## src/rtl/uart_pkg.sv

```systemverilog
// Shared UART definitions for the receive/transmit buffers and the receiver.
package uart_pkg;
   localparam int UART_DATA_W    = 8;
   localparam int UART_MAX_DEPTH = 255;

   typedef logic [UART_DATA_W-1:0] uart_byte_t;
endpackage

```

## src/rtl/uart_fifo_ptr.sv

```systemverilog
// Wrapping FIFO index: steps 0..DEPTH-1 and wraps to 0, so any depth works,
// not only powers of two.
module uart_fifo_ptr
   import uart_pkg::*;
#(
   parameter int DEPTH = 4,
   parameter int IDX_W = 2
) (
   input  logic             clk,
   input  logic             rst_n,
   input  logic             inc,
   output logic [IDX_W-1:0] idx
);

   localparam logic [IDX_W-1:0] LAST = IDX_W'(DEPTH - 1);

   logic [IDX_W-1:0] idx_q;
   logic [IDX_W-1:0] idx_d;

   // next index: hold, advance, or wrap from the last slot back to zero
   always_comb begin
      idx_d = idx_q;
      if (inc) begin
         if (idx_q == LAST) idx_d = '0;
         else               idx_d = idx_q + 1'b1;
      end
   end

   // index register with synchronous reset
   always_ff @(posedge clk) begin
      if (!rst_n) idx_q <= '0;
      else        idx_q <= idx_d;
   end

   assign idx = idx_q;

endmodule

```

## src/rtl/uart_rx_buffer.sv

```systemverilog
// Receive byte FIFO between the UART receiver and its consumer, with fill
// level, almost-full for flow control and sticky overrun/framing flags.
module uart_rx_buffer
   import uart_pkg::*;
#(
   parameter int BUFFER_DEPTH = 4,
   parameter int ALMOST_FULL  = 3
) (
   input  logic                   clk,
   input  logic                   rst_n,
   input  logic                   rxReady,
   input  logic [UART_DATA_W-1:0] rxData,
   input  logic                   rxFrameErr,
   output logic                   dataValid,
   output logic [UART_DATA_W-1:0] dataOut,
   input  logic                   dataAck,
   output logic [7:0]             count,
   output logic                   full,
   output logic                   almostFull,
   output logic                   overrun,
   output logic                   frameErr,
   input  logic                   clearFlags
);

   localparam int         IDX_W   = $clog2(BUFFER_DEPTH);
   localparam logic [7:0] DEPTH_C = 8'(BUFFER_DEPTH);
   localparam logic [7:0] AF_C    = 8'(ALMOST_FULL);

   uart_byte_t       mem_q [BUFFER_DEPTH];
   uart_byte_t       mem_d [BUFFER_DEPTH];
   logic [7:0]       count_q, count_d;
   logic             overrun_q, overrun_d;
   logic             frame_err_q, frame_err_d;
   logic [IDX_W-1:0] head, tail;
   logic             push, pop, drop;

   assign dataValid  = (count_q != 8'd0);
   assign full       = (count_q == DEPTH_C);
   assign almostFull = (count_q >= AF_C);
   assign dataOut    = mem_q[tail];
   assign count      = count_q;
   assign overrun    = overrun_q;
   assign frameErr   = frame_err_q;

   // A full buffer still accepts a byte when the consumer pops on the same edge.
   assign pop  = dataAck && dataValid;
   assign push = rxReady && !rxFrameErr && (!full || pop);
   assign drop = rxReady && !rxFrameErr && full && !pop;

   uart_fifo_ptr #(.DEPTH(BUFFER_DEPTH), .IDX_W(IDX_W)) u_head (
      .clk   (clk),
      .rst_n (rst_n),
      .inc   (push),
      .idx   (head)
   );

   uart_fifo_ptr #(.DEPTH(BUFFER_DEPTH), .IDX_W(IDX_W)) u_tail (
      .clk   (clk),
      .rst_n (rst_n),
      .inc   (pop),
      .idx   (tail)
   );

   // next storage, fill level and sticky flags; flag set beats clear
   always_comb begin
      mem_d       = mem_q;
      count_d     = count_q;
      overrun_d   = overrun_q;
      frame_err_d = frame_err_q;

      if (push) mem_d[head] = rxData;

      case ({push, pop})
         2'b10:   count_d = count_q + 8'd1;
         2'b01:   count_d = count_q - 8'd1;
         default: count_d = count_q;
      endcase

      if (drop)            overrun_d = 1'b1;
      else if (clearFlags) overrun_d = 1'b0;

      if (rxReady && rxFrameErr) frame_err_d = 1'b1;
      else if (clearFlags)       frame_err_d = 1'b0;
   end

   // storage is not reset; it is only visible through dataOut while dataValid
   always_ff @(posedge clk) begin
      mem_q <= mem_d;
   end

   // count and flags with synchronous reset
   always_ff @(posedge clk) begin
      if (!rst_n) begin
         count_q     <= 8'd0;
         overrun_q   <= 1'b0;
         frame_err_q <= 1'b0;
      end else begin
         count_q     <= count_d;
         overrun_q   <= overrun_d;
         frame_err_q <= frame_err_d;
      end
   end

endmodule

```

## config.mk

```make
export PLATFORM = sky130hd
export DESIGN_NAME = uart_rx_buffer
export DESIGN_NICKNAME = d
export VERILOG_FILES = /design/src/rtl/uart_pkg.sv /design/src/rtl/uart_fifo_ptr.sv /design/src/rtl/uart_rx_buffer.sv
export SDC_FILE = /design/constraint.sdc
export NUM_CORES = 1
export LEC_CHECK = 0
export BUFFER_PORTS_ARGS = -buffer_cell sky130_fd_sc_hd__buf_2
export CAP_MARGIN = 40
export CORE_AREA = 8 8 69 71
export CTS_CLUSTER_DIAMETER = 60
export CTS_CLUSTER_SIZE = 16
export DETAILED_ROUTE_END_ITERATION = 8
export DIE_AREA = 0 0 77 79
export PLACE_DENSITY = 0.79
export RECOVER_POWER = 50
export SLEW_MARGIN = 20
export SYNTH_ARGS = -nofsm -noshare
export SYNTH_HDL_FRONTEND = slang
export SYNTH_SLANG_ARGS = --single-unit
```

## constraint.sdc

```tcl
create_clock -name clk -period 8.9 [get_ports clk]
set_input_delay 0.445 -clock clk [delete_from_list [all_inputs] [get_ports clk]]
set_output_delay 0.445 -clock clk [all_outputs]
set_load 0.1 [all_outputs]
```

==> results.sh <==
export IMPL_status="completed"
export IMPL_synth_nets=181
export IMPL_htree_levels=2
export IMPL_clock_path_buffers=2
export IMPL_multi_input_area_um2=825.8
export IMPL_cpPeakStageDelay_ps=460
export IMPL_max_freq_ghz=0.3021
export IMPL_antenna_found_initial=0
export IMPL_drive_gt1_frac=0.1579
export IMPL_cts_resized=0
export IMPL_met3_usage=0.05530
export IMPL_avgSynthCellArea_um2=13.77
export IMPL_dr_pass1_iters=4
export IMPL_hp_class="in2reg"
export IMPL_clkLatencyLatePin_ps=300
export IMPL_critPathSlowestCell="nor4_1"
export IMPL_grt_busiest_layer="met2"
export IMPL_worstMarginPinSlew_ps=1174
export IMPL_grt_max_degree=20
export IMPL_hold_buffers=0
export IMPL_post_route_min_period_ps=3310
export IMPL_slew_headroom=0.2209
export IMPL_slew_violations=0
export IMPL_rsz0062_at_grt="false"
export IMPL_grtUsageTotal=0.1465
export IMPL_initial_core_util=0.5583
export IMPL_clock_sinks=46
export IMPL_num_io_pins=35
export IMPL_ys_seq_area_frac=0.5853
export IMPL_route_detailed_drc=0
export IMPL_cpLargestDelayFamily="simple AND/OR/NAND/NOR gates"
export IMPL_syn_area_mm2=0.002121
export IMPL_crit_buf_inv=1
export IMPL_ant_nets=0
export IMPL_post_cts_buffers=0
export IMPL_dp_hpwl_mm=3.095
export IMPL_drt_iter0_drc=64
export IMPL_cp_end_kind="flop"
export IMPL_postRouteWirelength_mm=4.147
export IMPL_area_growth_syn_to_layout_pct=13.57
export IMPL_fillers=323
export IMPL_numCtsBuffers=5
export IMPL_grt_pass1_vias=1496
export IMPL_grt_use_met1=0.1483
export IMPL_cap_viol_max_count=0
export IMPL_design_core_area_mm2=0.003799
export IMPL_die_w_um=77
export IMPL_grt_use_met2=0.2685
export IMPL_required_ps=9090
export IMPL_gp_congestion=0.8619
export IMPL_pre_cts_ws_ps=5695
export IMPL_final_common_cell="edfxtp_1"
export IMPL_grt_ovfl_total=0
export IMPL_die_h_um=79
export IMPL_vias=1333
export IMPL_final_net_count=216
export IMPL_via_per_inst=5.554
export IMPL_port_buffers=34
export IMPL_finalSetupTns_ps=0
export IMPL_skew_ps=3.729
export IMPL_setup_violations=0
export IMPL_syn_inst=154
export IMPL_yosysUniqueCellTypes=37
export IMPL_path_cells="nor4_1 -> nand4b_1 -> nor2_1 -> nor2_1 -> inv_1 -> ha_1 -> ha_1 -> a21o_1 -> a31o_1 -> o21ai_1 -> or3b_1 -> mux2i_1"
export IMPL_wl_per_cell_um=17.28
export IMPL_post_route_period_util=0.3719
export IMPL_clkSlewWorstSetupHoldPaths_ps=80
export IMPL_worstSetupStartpointType="flop"
export IMPL_critPathArrivalTime_ps=3500
export IMPL_root_buffer="clkbuf_8"
export IMPL_diodes=0
export IMPL_rows=23
export IMPL_crit_type="reg2reg"
export IMPL_fin_ws_ps=5590
export IMPL_cts_tree="built"
export IMPL_layout_common_cells="32 x edfxtp_1, 20 x clkbuf_1, 15 x buf_2"
export IMPL_yosysWarnings=0
export IMPL_crit_path_max_fanout=9
export IMPL_synth_seq_cells=46
export IMPL_dieArea_mm2=0.006083
export IMPL_grt_pass1_wl_mm=6.941
export IMPL_seq_area_mm2=0.001241
export IMPL_finalHoldViolCount=0
-- cell type report --
type,instances,area share
multi-input combinational,96,0.3429
timing repair buffer,34,0.06078
inverter,6,0.009351
tap,50,0.02597
sequential,46,0.5153
clock buffer,6,0.03013
clock inverter,2,0.01558
-- worst paths after layout --
path                 start       end  slack (ps)  depth (start not counted)
hold reg to reg   frameErr  frameErr         490                          2
hold / removal     rxReady  frameErr         410                          3
setup / recovery  count[6]  count[7]        5590                         12
setup reg to reg  count[6]  count[7]        5590                         12
-- stage by stage --
| step | hold WS [ps] | cell area (um^2) | instances | utilization |
|---|---|---|---|---|
| finish | 407.2 | 2409 | 240 | 0.6341 |
| CTS | 353.6 | 2439 | 240 | 0.6420 |
| global route | 409.7 | 2409 | 240 | 0.6341 |
| detailed placement | 478.7 | 2328 | 232 | 0.6130 |
| global placement | 462.5 | 2328 | 232 | 0.6130 |
| floorplan | 477.0 | 2121 | 154 | - |
-- flip-flops by register name, summed over array words and instances (netlist names) --
signal and flops:
u_tail.idx 2, count 8, overrun 1, u_head.idx 2, mem_q 32, frameErr 1
-- worst min-delay path, stage by stage --
cell and delay [ps]:
buf_2 100, nand2_1 40, a21boi_0 60
-- logic make-up after synthesis --
kind of cell,count (synthesis),synth area share
AOI/OAI and AO/OA,20,0.06194
muxes,12,0.1038
buffers and inverters,12,0.02242
DFF,46,0.5853
xor gates and xnor gates,5,0.02065
adders and majority gates,13,0.08023
and+or+nand+nor,46,0.1257
-- routing by layer --
metal,share of wire,wire (um)
met5,0,0
met2,0.52,2154
met1,0.40,1666
met4,0.016,66
met3,0.063,260
-- cell usage after synthesis --
master / number / area share
and2_1: 9 / 0.027
nand4b_1: 1 / 0.0041
buf_1: 1 / 0.0018
nor4_2: 1 / 0.0059
fa_1: 1 / 0.0094
nand4_1: 2 / 0.0059
o21ai_1: 1 / 0.0024
edfxtp_1: 32 / 0.45
nor4bb_1: 1 / 0.0047
a31oi_1: 2 / 0.0059
or3b_1: 1 / 0.0041
dfxtp_1: 14 / 0.13
inv_1: 6 / 0.011
buf_2: 2 / 0.0047
nand2_1: 12 / 0.021
nor3_1: 1 / 0.0024
nor2b_1: 3 / 0.0089
nor2_1: 5 / 0.0089
a2bb2oi_1: 1 / 0.0041
xnor2_1: 3 / 0.012
a31o_1: 1 / 0.0041
clkbuf_1: 3 / 0.0053
a21boi_0: 2 / 0.0071
a21oi_1: 3 / 0.0071
o32ai_1: 1 / 0.0041
mux4_2: 8 / 0.085
mux2i_1: 4 / 0.019
a21o_1: 3 / 0.011
nand2b_1: 4 / 0.012
o211ai_1: 1 / 0.0035
nand3_1: 2 / 0.0047
ha_1: 12 / 0.071
nand4bb_1: 2 / 0.011
o21ai_0: 4 / 0.0094
a21boi_1: 1 / 0.0035
xor2_1: 2 / 0.0083
or3_1: 2 / 0.0059
Power is not shown: default switching activity piles up to over one toggle a cycle in this logic, so the estimate is an artifact.
